## config.mk

```make
export PLATFORM = sky130hd
export DESIGN_NAME = torv32_mem_arbiter
export DESIGN_NICKNAME = d
export VERILOG_FILES = /design/src/rtl/torv32_pkg.sv /design/src/rtl/torv32_mem_arbiter.sv
export SDC_FILE = /design/constraint.sdc
export NUM_CORES = 1
export LEC_CHECK = 0
export CAP_MARGIN = 20
export CELL_PAD_IN_SITES_DETAIL_PLACEMENT = 2
export CELL_PAD_IN_SITES_GLOBAL_PLACEMENT = 2
export CORE_ASPECT_RATIO = 0.9
export CORE_MARGIN = 2
export CORE_UTILIZATION = 20
export CTS_BUF_LIST = sky130_fd_sc_hd__clkbuf_4
export CTS_CLUSTER_DIAMETER = 40
export DETAILED_ROUTE_END_ITERATION = 6
export HOLD_SLACK_MARGIN = 0.12
export PLACE_DENSITY_LB_ADDON = 0.1
export SYNTH_ARGS = -nofsm -noshare
export SYNTH_HDL_FRONTEND = slang
export SYNTH_SLANG_ARGS = --single-unit
```

## constraint.sdc

```tcl
create_clock -name clk -period 4.4 [get_ports clk]
set_input_delay 0.44 -clock clk [delete_from_list [all_inputs] [get_ports clk]]
set_output_delay 0.44 -clock clk [all_outputs]
set_load 0.02 [all_outputs]
```

## src/rtl/torv32_pkg.sv

```systemverilog
// Shared torv32 definitions: reset instruction word and the grant encoding
// used to remember which requester owns the RAM read in flight.
package torv32_pkg;

    // Instruction presented on the fetch port before any fetch completes (add x0,x0,x0)
    localparam logic [31:0] NOP_WORD = 32'h0000_0033;

    // Which requester was granted the RAM in the previous cycle
    typedef enum logic [1:0] {
        GNT_NONE = 2'd0,
        GNT_I    = 2'd1,
        GNT_D    = 2'd2
    } gnt_e;

endpackage

```

## src/rtl/torv32_mem_arbiter.sv

```systemverilog
// Shares one synchronous single-port RAM between the torv32 fetch and data
// ports. Data accesses win by default; after MAX_DATA_RUN consecutive data
// grants while a fetch is waiting, the fetch is let through once. Each read
// port keeps its last returned word in a hold register, so the value stays
// stable while that port is stalled or idle.
module torv32_mem_arbiter
    import torv32_pkg::*;
#(
    parameter int          AW           = 14,
    parameter int          MAX_DATA_RUN = 4,
    parameter logic [31:0] NOP_WORD     = torv32_pkg::NOP_WORD
) (
    input  logic          clk,
    input  logic          resetn,
    input  logic          i_en,
    input  logic [31:0]   i_addr,
    output logic [31:0]   i_rdata,
    output logic          i_stall,
    input  logic          d_rd,
    input  logic [3:0]    d_wmask,
    input  logic [31:0]   d_addr,
    input  logic [31:0]   d_wdata,
    output logic [31:0]   d_rdata,
    output logic          d_stall,
    output logic          ram_en,
    output logic [AW-1:0] ram_addr,
    output logic [3:0]    ram_wmask,
    output logic [31:0]   ram_wdata,
    input  logic [31:0]   ram_rdata
);

    gnt_e        last_q;
    gnt_e        last_d;
    logic        i_req;
    logic        d_req;
    logic        gnt_i;
    logic        gnt_d;
    logic        run_at_max;
    logic [3:0]  run_cnt;
    logic [31:0] i_hold;
    logic [31:0] d_hold;

    // Address bits outside the word index are deliberately ignored (aliasing, byte lanes)
    logic unused_addr_bits;
    assign unused_addr_bits = ^{i_addr[31:AW+2], i_addr[1:0], d_addr[31:AW+2], d_addr[1:0]};

    assign run_at_max = (run_cnt == 4'(MAX_DATA_RUN));

    // Request decode and fixed-priority grant; nothing is granted while in reset
    always_comb begin
        i_req = i_en;
        d_req = d_rd | (|d_wmask);
        gnt_d = resetn & d_req & !(i_req & run_at_max);
        gnt_i = resetn & i_req & !gnt_d;
        i_stall = resetn & i_req & !gnt_i;
        d_stall = resetn & d_req & !gnt_d;
    end

    // Drive the RAM port from whichever requester won this cycle
    always_comb begin
        ram_en    = gnt_d | gnt_i;
        ram_addr  = gnt_d ? d_addr[AW+1:2] : i_addr[AW+1:2];
        ram_wmask = gnt_d ? d_wmask : 4'b0000;
        ram_wdata = d_wdata;
    end

    // Owner register: remembers whose read the RAM is returning this cycle
    always_ff @(posedge clk or negedge resetn) begin
        if (!resetn) begin
            last_q <= GNT_NONE;
        end else begin
            last_q <= last_d;
        end
    end

    // Next owner follows the current grant
    always_comb begin
        last_d = GNT_NONE;
        if (gnt_d) begin
            last_d = GNT_D;
        end else if (gnt_i) begin
            last_d = GNT_I;
        end
    end

    // Read-data steering: fresh RAM data for the owner, held data otherwise
    always_comb begin
        i_rdata = (last_q == GNT_I) ? ram_rdata : i_hold;
        d_rdata = (last_q == GNT_D) ? ram_rdata : d_hold;
    end

    // Hold registers capture whatever each port shows, keeping it until the next grant
    always_ff @(posedge clk or negedge resetn) begin
        if (!resetn) begin
            i_hold <= NOP_WORD;
            d_hold <= 32'h0;
        end else begin
            i_hold <= i_rdata;
            d_hold <= d_rdata;
        end
    end

    // Starvation guard: count data wins over a waiting fetch, saturating at 15
    always_ff @(posedge clk or negedge resetn) begin
        if (!resetn) begin
            run_cnt <= 4'd0;
        end else if (gnt_i || !i_req) begin
            run_cnt <= 4'd0;
        end else if (gnt_d && run_cnt != 4'hF) begin
            run_cnt <= run_cnt + 4'd1;
        end
    end

endmodule
```

==> summary.txt, run 1 <==
Outcome
  – Outcome: complete, no violations

Global route
  – Number of antenna violations at the first check in global routing: 0
  – Maximum number of pins on one net before global-route repair: 73
  – Via count of the first global-routing pass: 2690
  – Wire length of the first global-routing pass: 15100 µm
  – Global routing usage summed across all routing layers: 12.0%
  – Grt total ovfl: 0

Clock tree
  – Clk Tree Root Cell: sky130_fd_sc_hd__clkbuf_4
  – Total clock sinks: 70
  – Htree depth: 3
  – Number of buffers inserted during clock tree synthesis: 9
  – Clock tree from TritonCTS: yes
  – Worst-path clk slew: 0.13 ns
  – Count of instances resized after the clock tree is built: 0
  – Buffers inserted by post-CTS timing repair: 0
  – Hold buffer count at CTS: 0
  – Clock insertion delay at the later pin of the skew report: 0.44 ns
  – Clk buf depth: 2

Detailed routing
  – Vias: 2408
  – Number of search-and-repair iterations in the first detailed-routing pass: 4
  – Iteration-0 DRC Markers: 45
  – Post-route antenna net violation count: 0
  – Routed wire per std cell: 16.8 µm
  – Post-detailed-routing wire length: 9860 µm
  – Number of remaining DRC errors: 0
  – Via count normalized by instance count: 4.10

STA
  – Transition time of the tightest slew-check pin: 0.962 ns
  – Hold Violations, Final: 0
  – Final count of negative-setup-slack endpoints: 0
  – Slew Viols, Final: 0
  – Final Critical Period: 3.29 ns
  – Max frequency: 0.304 GHz
  – Post-Route Hold Slack: 0.328 ns
  – RSZ-0062 raised after global routing: no
  – Summed negative setup slack over all endpoints: 0 ns
  – Final worst path period share: 74.9%
  – Skew final: 0.0160 ns
  – Slew margin rel.: 35.8%

Critical path
  – Critical Path Source Type: input port
  – Slack of the worst reg-to-reg path: 2.36 ns
  – Critical path capture point type: output port
  – Worst Reg-to-Reg Cells: 7
  – Critical path fanouts, max: 23
  – Cell with the most instances on the worst path: sky130_fd_sc_hd__clkdlybuf4s50_1
  – Arrival time of the worst setup path: 2.85 ns
  – Slowest stage cell on the critical path: sky130_fd_sc_hd__clkdlybuf4s50_1
  – Largest stage delay on the critical path: 0.54 ns
  – Category of the most critical setup path: in -> out
  – Crit path cell chain: clkdlybuf4s50_1 > or3_4 > o211ai_4 > inv_2 > and2_1 > clkdlybuf4s50_1
  – Critical path data required time: 3.96 ns

Power
  – Leakage dissipation: 2.01 nW
  – IR drop worst, VDD: 0.108 mV
  – Power per Cell Area: 381 mW/mm²

Logic synthesis
  – Number of warnings issued by yosys: 0
  – Post-synthesis net count: 396
  – Synth Instances: 258
  – Average footprint of a synthesized cell: 12.4 µm²
  – Sequential area share after synthesis: 54.8%
  – Count of distinct cell types in the synthesized netlist: 31
  – Post-Synthesis Cell Area: 0.00321 mm²
  – Post-synthesis register bit count: 70

Cells and area
  – Commonest non-fill, non-tap cell in the layout: sky130_fd_sc_hd__clkdlybuf4s50_1
  – Antenna diode instance count: 0
  – Fraction of final layout cells with drive strength greater than 1: 23.1%
  – Highest-count cells in the layout ignoring fill and taps: sky130_fd_sc_hd__clkdlybuf4s50_1, sky130_fd_sc_hd__dfrtp_1, sky130_fd_sc_hd__mux2_2, sky130_fd_sc_hd__nand2_1, sky130_fd_sc_hd__clkbuf_4
  – Count of nets after finishing: 518
  – Area Overhead vs Synth: 52.3%

Floorplanning
  – Area enclosed by the die boundary: 0.0171 mm²
  – Horiz. Die Dim: 137 µm
  – Starting density of the core: 20.6%
  – Number of placement rows: 43
  – Height of the chip: 124 µm
  – Standard cell core area: 0.0155 mm²
  – I/O pin total: 253

Placed design
  – Post-DP HPWL: 6980 µm
  – Routability-driven placement congestion ratio: 0.621
  – PortBufs: 152

Min path
  – Hold Path Class: in -> async

Flow run
  – Max-capacitance violation count: 0
kinds of logic (layout without fill, tap and decap cells):
kind of cell,count (synthesis),in the layout,synth area share [%]
AOI/OAI and AO/OA,10,10,2.81
xor gates and xnor gates,1,1,0.273
adders and majority gates,2,2,0.780
buffers and inverters,47,174,9.79
DFF,70,70,54.8
muxes,64,64,22.5
and+or+nand+nor,64,64,9.09
synth_stat cells (all sizes together):
| master | count | area, µm² |
|---|---|---|
| a21oi | 4 | 20.0 |
| a311oi | 2 | 23.8 |
| and2 | 3 | 18.8 |
| and3 | 3 | 18.8 |
| buf | 41 | 292 |
| clkbuf | 2 | 7.51 |
| dfrtp | 66 | 1650 |
| dfstp | 4 | 105 |
| ha | 2 | 25.0 |
| inv | 4 | 15.0 |
| mux2 | 64 | 721 |
| nand2 | 45 | 169 |
| nand2b | 1 | 6.26 |
| nand3 | 2 | 10.0 |
| nand4b | 1 | 8.76 |
| nor2 | 1 | 3.75 |
| nor2b | 3 | 18.8 |
| nor3b | 1 | 7.51 |
| o2111ai | 1 | 8.76 |
| o211ai | 1 | 21.3 |
| o21a | 1 | 7.51 |
| o221ai | 1 | 8.76 |
| or2 | 2 | 12.5 |
| or3 | 2 | 17.5 |
| xnor2 | 1 | 8.76 |
metrics by stage:
step	setup slack [ns]	power, mW	cells	util [%]	cell area, µm²
final	1.11	1.86	587	31.4	4880
after global routing	0.869	1.97	587	31.4	4880
after CTS	1.01	1.91	587	31.4	4880
after floorplan	2.47	1.08	258	-	3210
after detailed placement	1.05	1.36	571	30.3	4700
after global placement	1.03	1.35	571	30.3	4700
path summary, 6_finish.rpt:
path,startpoint,to
min reg2reg,d_hold[29]$_DFF_PN0_,d_hold[29]$_DFF_PN0_
max in group asynchronous,resetn,d_hold[31]$_DFF_PN0_
max reg2reg,run_cnt[0]$_DFFE_PN0P_,run_cnt[3]$_DFFE_PN0P_
max,d_wmask[0],ram_wmask[3]
min,resetn,i_hold[29]$_DFF_PN0_
min in group clk,resetn,last_q[0]$_DFF_PN0_
state kept, by name, summed over array words and instances (netlist names):
| name | cells |
|---|---|
| d_hold | 32 |
| i_hold | 32 |
| last_q | 2 |
| run_cnt | 4 |
critical path, delay by kind of cell:
kind | cells | cell delay [ns]
buffers and inverters | 3 | 1.28
AND/OR/NAND/NOR | 2 | 0.68
AO/OA/AOI/OAI | 1 | 0.44
power breakdown:
part | switching [mW] | internal [mW]
Sequential | 0.0217 | 0.733
Combinational | 0.281 | 0.299
Clock | 0.243 | 0.285
cell type report:
| class | instances | area (µm²) |
|---|---|---|
| Sequential cell | 70 | 1760 |
| Clock inverter | 7 | 111 |
| Multi-Input combinational cell | 141 | 1150 |
| Fill cell | 1660 | 10700 |
| Tap cell | 202 | 253 |
| Clock buffer | 9 | 67.6 |
| Timing Repair Buffer | 154 | 1530 |
| Inverter | 4 | 15.0 |
routing by layer:
metal / vias up / global-route usage, % / routed length [µm]
li1: 1080 / - / -
met1: 1184 / 14.1 / 4040
met2: 130 / 17.6 / 4220
met3: 14 / 6.51 / 1390
met4: 0 / 5.93 / 208
met5: - / 0 / 0
Note: power is estimated with default switching activity, not from simulation.
==> inputs of run 2 (changes only) <==
--- a/config.mk
+++ b/config.mk
@@ -10,7 +10,7 @@
 export CELL_PAD_IN_SITES_GLOBAL_PLACEMENT = 2
 export CORE_ASPECT_RATIO = 0.9
 export CORE_MARGIN = 2
-export CORE_UTILIZATION = 20
+export CORE_UTILIZATION = 17
 export CTS_BUF_LIST = sky130_fd_sc_hd__clkbuf_4
 export CTS_CLUSTER_DIAMETER = 40
 export DETAILED_ROUTE_END_ITERATION = 6
==> constraint.sdc (replaced) <==
create_clock -name clk -period 2.7 [get_ports clk]
set_input_delay 0.27 -clock clk [delete_from_list [all_inputs] [get_ports clk]]
set_output_delay 0.27 -clock clk [all_outputs]
set_load 0.02 [all_outputs]
==> summary.txt, run 2 (synthesized netlist as in run 1, its figures left out) <==
Clock tree
  – Number of buffers inserted during clock tree synthesis: 9 (unchanged)
  – Buffers inserted by post-CTS timing repair: 0 (unchanged)
  – Htree depth: 3 (unchanged)
  – Worst-path clk slew: 0.11 ns (-0.02 ns)
  – Clock tree from TritonCTS: yes
  – Total clock sinks: 70 (unchanged)
  – Clock insertion delay at the later pin of the skew report: 0.44 ns (about the same)
  – Clk Tree Root Cell: sky130_fd_sc_hd__clkbuf_4
  – Clk buf depth: 2 (unchanged)

Critical path
  – Startpoint of the worst-slack reg-to-reg timing path: run_cnt[0]$_DFFE_PN0P_
  – Crit path cell chain: inv_1 > ha_1 > nand4b_1 > o211ai_4 > inv_6 > and2_1 > clkdlybuf4s50_1
  – Arrival time of the worst setup path: 2.36 ns (-0.49 ns)
  – Slack of the worst reg-to-reg path: 1.08 ns (-1.28 ns)
  – Critical path data required time: 2.43 ns (-1.53 ns)
  – Critical path fanouts, max: 23 (unchanged)
  – Critical Path Source Type: register
  – Worst Reg-to-Reg Cells: 7 (unchanged)
  – Crit Reg-Reg Endpoint: run_cnt[3]$_DFFE_PN0P_
  – Slowest stage cell on the critical path: sky130_fd_sc_hd__clkdlybuf4s50_1
  – Critical path capture point type: output port
  – Category of the most critical setup path: reg -> out
  – Largest stage delay on the critical path: 0.60 ns (+0.06 ns)

Floorplanning
  – Area enclosed by the die boundary: 0.0200 mm² (+17%)
  – Number of placement rows: 47 (+9.3%)
  – I/O pin total: 253 (unchanged)
  – Height of the chip: 134 µm (+8.2%)
  – Standard cell core area: 0.0185 mm² (+19%)
  – Starting density of the core: 17.4% (-3.3 points)
  – Horiz. Die Dim: 149 µm (+8.2%)

Global route
  – Grt total ovfl: 0 (unchanged)
  – Global routing usage summed across all routing layers: 10.3% (-1.6 points)
  – Maximum number of pins on one net before global-route repair: 70 (-4.1%)
  – Via count of the first global-routing pass: 2771 (+3.0%)
  – Number of antenna violations at the first check in global routing: 1 (+1)
  – Wire length of the first global-routing pass: 15700 µm (+3.7%)

Detailed routing
  – Number of search-and-repair iterations in the first detailed-routing pass: 4 (unchanged)
  – Number of remaining DRC errors: 0 (unchanged)
  – Post-detailed-routing wire length: 9970 µm (+1.2%)
  – Via count normalized by instance count: 3.85 (-6.2%)
  – Post-route antenna net violation count: 0 (unchanged)
  – Routed wire per std cell: 15.7 µm (-6.8%)
  – Vias: 2450 (+1.7%)
  – Iteration-0 DRC Markers: 23 (-49%)

Cells and area
  – Count of nets after finishing: 524 (+1.2%)
  – Fraction of final layout cells with drive strength greater than 1: 24.0% (+0.92 points)
  – Filler cell count in the final layout: 2028 (+22%)
  – Highest-count cells in the layout ignoring fill and taps: sky130_fd_sc_hd__clkdlybuf4s50_1, sky130_fd_sc_hd__dfrtp_1, sky130_fd_sc_hd__mux2_2, sky130_fd_sc_hd__nand2_1, sky130_fd_sc_hd__dlymetal6s2s_1
  – Registers with the most flip-flops: d_hold: 32 flops, i_hold: 32 flops, run_cnt: 4 flops
  – Area Overhead vs Synth: 56.7%
  – Sequential Area: 0.00176 mm² (unchanged)
  – Commonest non-fill, non-tap cell in the layout: sky130_fd_sc_hd__clkdlybuf4s50_1
  – Area occupied by multi-input gates: 0.00115 mm² (+0.44%)

STA
  – Hold Violations, Final: 0 (unchanged)
  – Slew margin rel.: 38.2% (+2.4 points)
  – Final worst path period share: 97.4%
  – Skew final: 0.0139 ns (-0.00204 ns)
  – Final count of negative-setup-slack endpoints: 0 (unchanged)
  – Slew Viols, Final: 0 (unchanged)
  – Final Critical Period: 2.63 ns
  – Summed negative setup slack over all endpoints: 0 ns (unchanged)
  – RSZ-0062 raised after global routing: yes
  – Final worst setup slack: 0.0706 ns (-1.04 ns)
  – Post-Route Hold Slack: 0.225 ns (-0.103 ns)
  – Max frequency: 0.380 GHz
  – Transition time of the tightest slew-check pin: 0.927 ns (-0.0356 ns)

Placed design
  – Post-DP HPWL: 7300 µm (+4.6%)
  – Pre-CTS setup slack: 0.0534 ns (-0.996 ns)
  – Routability-driven placement congestion ratio: 0.658 (+6.0%)
  – PortBufs: 152 (unchanged)

Power
  – Leakage dissipation: 2.19 nW (+9.1%)
  – IR drop worst, VDD: 0.182 mV (+68%)
  – Power per Cell Area: 585 mW/mm² (+53%)

Min path
  – Hold Path Class: in -> async

Outcome
  – Outcome: complete, no violations

Flow run
  – Max-capacitance violation count: 0 (unchanged)
-- run 2: worst max-delay path by stage --
| stage | start | to |
|---|---|---|
| global placement | d_wmask[0] | ram_wmask[3] |
| CTS | run_cnt[0]$_DFFE_PN0P_ | ram_addr[9] |
| detailed placement | d_wmask[0] | ram_wmask[3] |
| finish | run_cnt[0]$_DFFE_PN0P_ | i_stall |
| global route | run_cnt[0]$_DFFE_PN0P_ | i_stall |
| floorplan | run_cnt[0]$_DFFE_PN0P_ | ram_addr[10] |
-- run 2: cell type report --
class / instances / share of cell area [%]
Sequential cell: 70 / 35.0
Timing Repair Buffer: 160 / 32.5
Multi-Input combinational cell: 141 / 22.9
Tap cell: 245 / 6.10
Clock inverter: 7 / 1.77
Clock buffer: 9 / 1.34
Inverter: 4 / 0.398
Antenna cell: 1 / 0.0498
-- run 2: metrics by stage --
| step | total power [mW] | util (%) | cell area, µm² | instances |
|---|---|---|---|---|
| finish | 2.94 | 27.2 | 5030 | 637 |
| global route | 3.13 | 27.2 | 5030 | 637 |
| CTS | 3.03 | 27.0 | 4980 | 636 |
| detailed placement | 2.22 | 26.0 | 4810 | 619 |
| global placement | 2.20 | 26.0 | 4810 | 619 |
| floorplan | 1.76 | - | 3210 | 258 |
-- run 2: what timing repair did --
item,4_1_cts,5_1_grt
hold buffers,1,0
endpoints found under the setup margin,38,16
endpoints found under the hold margin,1,0
resized for setup,6,16
-- run 2: per-layer routing --
metal / vias up / track usage [%] / wire length [µm] / share of wire (%)
met1: 1215 / 11.9 / 4120 / 41
met2: 119 / 15.5 / 4320 / 43
met4: 0 / 4.07 / 182 / 1.8
met3: 19 / 6.29 / 1350 / 14
met5: - / 0 / 0 / 0
li1: 1097 / - / - / -
-- run 2: critical path: cells and delay by family (launching register included) --
| kind | cells | cell delay [ns] |
|---|---|---|
| AOI/OAI and AO/OA | 1 | 0.15 |
| adders and majority gates | 1 | 0.22 |
| buffers and inverters | 3 | 0.86 |
| DFF | 1 | 0.38 |
| and+or+nand+nor | 2 | 0.33 |
-- run 2: power breakdown --
| group | switching, mW | internal [mW] | total (mW) | leakage, nW |
|---|---|---|---|---|
| sequential | 0.0345 | 1.19 | 1.23 | 0.822 |
| clock | 0.399 | 0.369 | 0.768 | 0.0810 |
| combinational | 0.456 | 0.487 | 0.943 | 1.29 |
==> inputs of run 3 (changes only) <==
--- a/config.mk
+++ b/config.mk
@@ -16,6 +16,8 @@
 export DETAILED_ROUTE_END_ITERATION = 6
 export HOLD_SLACK_MARGIN = 0.12
 export PLACE_DENSITY_LB_ADDON = 0.1
+export SKIP_CTS_REPAIR_TIMING = 1
+export SLEW_MARGIN = 20
 export SYNTH_ARGS = -nofsm -noshare
 export SYNTH_HDL_FRONTEND = slang
 export SYNTH_SLANG_ARGS = --single-unit
==> summary.txt, run 3 (synthesized netlist as in run 1, its figures left out) <==
Outcome
  – Outcome: complete, no violations

Detailed routing
  – Iteration-0 DRC Markers: 38 (+65%)
  – Number of remaining DRC errors: 0 (unchanged)
  – Met3 wirelength from detailed routing: 1370 µm (+1.2%)
  – Routed wire per std cell: 15.8 µm (+0.65%)
  – Vias: 2462 (+0.49%)
  – Post-route antenna net violation count: 0 (unchanged)
  – Routed wl met2: 4410 µm (+2.0%)
  – Via count normalized by instance count: 3.85 (about the same)
  – Highest metal layer used by the detailed router: met4
  – Number of search-and-repair iterations in the first detailed-routing pass: 4 (unchanged)
  – Post-detailed-routing wire length: 10100 µm (+1.1%)
  – DRT met1 WL: 4130 µm (+0.24%)

STA
  – Final Critical Period: 2.54 ns (-0.0913 ns)
  – Transition time of the tightest slew-check pin: 0.927 ns (+0.000502 ns)
  – Summed negative setup slack over all endpoints: 0 ns (unchanged)
  – Final count of negative-setup-slack endpoints: 0 (unchanged)
  – Max frequency: 0.394 GHz (+3.6%)
  – Skew final: 0.0140 ns (+0.0000226 ns)
  – Slew Viols, Final: 0 (unchanged)
  – Slew margin rel.: 38.2% (about the same)
  – RSZ-0062 raised after global routing: no
  – Final worst setup slack: 0.162 ns (+0.0913 ns)
  – Final worst path period share: 94.0% (-3.4 points)
  – Hold Violations, Final: 0 (unchanged)

Global route
  – Grt total ovfl: 0 (unchanged)
  – Maximum number of pins on one net before global-route repair: 70 (unchanged)
  – Number of antenna violations at the first check in global routing: 1 (unchanged)
  – Wire length of the first global-routing pass: 15600 µm (-0.40%)
  – Via count of the first global-routing pass: 2757 (-0.51%)
  – Global routing usage summed across all routing layers: 10.3% (-0.036 points)

Power
  – Power share of the combinational group: 32.2% (about the same)
  – Power per Cell Area: 582 mW/mm² (-0.46%)
  – Leakage dissipation: 2.26 nW (+2.9%)
  – Power spent charging and discharging nets: 891 µW (+0.21%)
  – IR drop worst, VDD: 0.182 mV (about the same)
  – Share of total power consumed by net switching: 30.3% (about the same)
  – Design internal power: 2.05 mW (+0.20%)
  – Clock network fraction of total power: 26.1% (about the same)
  – Flop pwr share: 41.7% (about the same)

Placed design
  – Placed Area: 0.00481 mm² (unchanged)
  – Routability-driven placement congestion ratio: 0.658 (unchanged)
  – Pre-CTS setup slack: 0.0534 ns (unchanged)
  – Post-DP HPWL: 7300 µm (unchanged)
  – Count of placed standard cells including taps: 619 (unchanged)
  – PortBufs: 152 (unchanged)

Clock tree
  – Clock tree from TritonCTS: yes
  – Htree depth: 3 (unchanged)
  – Clk Tree Root Cell: sky130_fd_sc_hd__clkbuf_4
  – Worst-path clk slew: 0.11 ns (about the same)
  – Clock insertion delay at the later pin of the skew report: 0.44 ns (about the same)
  – Clk buf depth: 2 (unchanged)
  – Total clock sinks: 70 (unchanged)
  – Number of buffers inserted during clock tree synthesis: 9 (unchanged)

Critical path
  – Slowest stage cell on the critical path: sky130_fd_sc_hd__clkdlybuf4s50_1
  – Critical path fanouts, max: 21 (-8.7%)
  – Crit path cell chain: nand2b_4 > buf_12 > mux2_2 > clkdlybuf4s50_1
  – Slack of the worst reg-to-reg path: 0.87 ns (-0.21 ns)
  – Timing startpoint of the critical path: last_q[0]$_DFF_PN0_
  – Worst Reg-to-Reg Cells: 8 (+1)
  – Capturing element of the worst setup path: i_rdata[10]
  – Critical path data required time: 2.43 ns (about the same)
  – Startpoint of the worst-slack reg-to-reg timing path: run_cnt[0]$_DFFE_PN0P_
  – Critical path capture point type: output port
  – Category of the most critical setup path: reg -> out
  – Crit Reg-Reg Endpoint: run_cnt[3]$_DFFE_PN0P_
  – Largest stage delay on the critical path: 0.56 ns (-0.04 ns)
  – Critical Path Source Type: register
  – Arrival time of the worst setup path: 2.27 ns (-0.09 ns)

Flow run
  – Max-capacitance violation count: 0 (unchanged)

Floorplanning
  – Horiz. Die Dim: 149 µm (unchanged)
  – Height of the chip: 134 µm (unchanged)
  – Area enclosed by the die boundary: 0.0200 mm² (unchanged)
  – Starting density of the core: 17.4% (unchanged)
  – Standard cell core area: 0.0185 mm² (unchanged)
  – I/O pin total: 253 (unchanged)
  – Number of placement rows: 47 (unchanged)

Cells and area
  – Highest-count cells in the layout ignoring fill and taps: sky130_fd_sc_hd__clkdlybuf4s50_1, sky130_fd_sc_hd__dfrtp_1, sky130_fd_sc_hd__mux2_2, sky130_fd_sc_hd__nand2_1, sky130_fd_sc_hd__dlymetal6s2s_1
  – Area Overhead vs Synth: 57.8%
  – Non-filler cells, final: 640 (+0.47%)
  – Design area: 0.00506 mm² (+0.67%)
  – Registers with the most flip-flops: d_hold: 32 flops, i_hold: 32 flops, run_cnt: 4 flops
  – Commonest non-fill, non-tap cell in the layout: sky130_fd_sc_hd__clkdlybuf4s50_1
  – Count of nets after finishing: 527 (+0.57%)
  – Fraction of final layout cells with drive strength greater than 1: 24.6% (+0.58 points)
  – Filler cell count in the final layout: 2029 (+0.049%)

Min path
  – Hold Path Class: in -> async
==> run 3: how the worst min path moves through the flow <==
stage	cells past startpoint	slack [ns]	end	from
6_report	2	0.22	last_q[0]$_DFF_PN0_	resetn
5_1_grt	2	0.20	last_q[0]$_DFF_PN0_	resetn
4_1_cts	1	-0.41	last_q[0]$_DFF_PN0_	resetn
3_5_place_dp	1	0.11	last_q[0]$_DFF_PN0_	resetn
3_3_place_gp	1	0.10	last_q[0]$_DFF_PN0_	resetn
2_1_floorplan	0	-0.03	d_hold[0]$_DFF_PN0_	resetn
==> run 3: power groups by stage <==
stage / combinational, mW / clock, mW / sequential (mW)
after global routing: 1.02 / 0.865 / 1.25
after global placement: 0.956 / 0 / 1.24
after floorplan: 0.521 / 0 / 1.24
after CTS: 0.971 / 0.830 / 1.23
final: 0.949 / 0.768 / 1.23
after detailed placement: 0.965 / 0 / 1.25
==> run 3: per-layer routing <==
layer,vias up,track usage [%]
met5,-,0
met3,19,6.43
met2,119,15.4
met1,1221,11.8
li1,1103,-
met4,0,4.07
==> run 3: cell type report <==
cell class	instances	area [µm²]	area share, %
multi-input cells	141	1150	22.7
inverters	4	20.0	0.396
well taps	245	307	6.06
flip-flops and latches	70	1760	34.7
clock buffers	9	67.6	1.34
diodes	1	2.50	0.0495
repair inverters	1	5.00	0.0989
clock inverters	7	88.8	1.76
repair buffers	162	1660	32.8
==> run 3: per-stage QoR <==
| stage | utilization (%) | hold slack [ns] | power [mW] |
|---|---|---|---|
| 2_1_floorplan | - | -0.0256 | 1.76 |
| 3_3_place_gp | 26.0 | 0.104 | 2.20 |
| 3_5_place_dp | 26.0 | 0.107 | 2.22 |
| 4_1_cts | 26.9 | -0.407 | 3.03 |
| 5_1_grt | 27.4 | 0.198 | 3.13 |
| 6_report | 27.4 | 0.217 | 2.95 |
==> run 3: critical path: cells and delay by family (launching register included) <==
| family | cells | cell delay, ns |
|---|---|---|
| AND/OR/NAND/NOR | 1 | 0.23 |
| buffers and inverters | 2 | 0.79 |
| flip-flops | 1 | 0.45 |
| multiplexers | 1 | 0.36 |
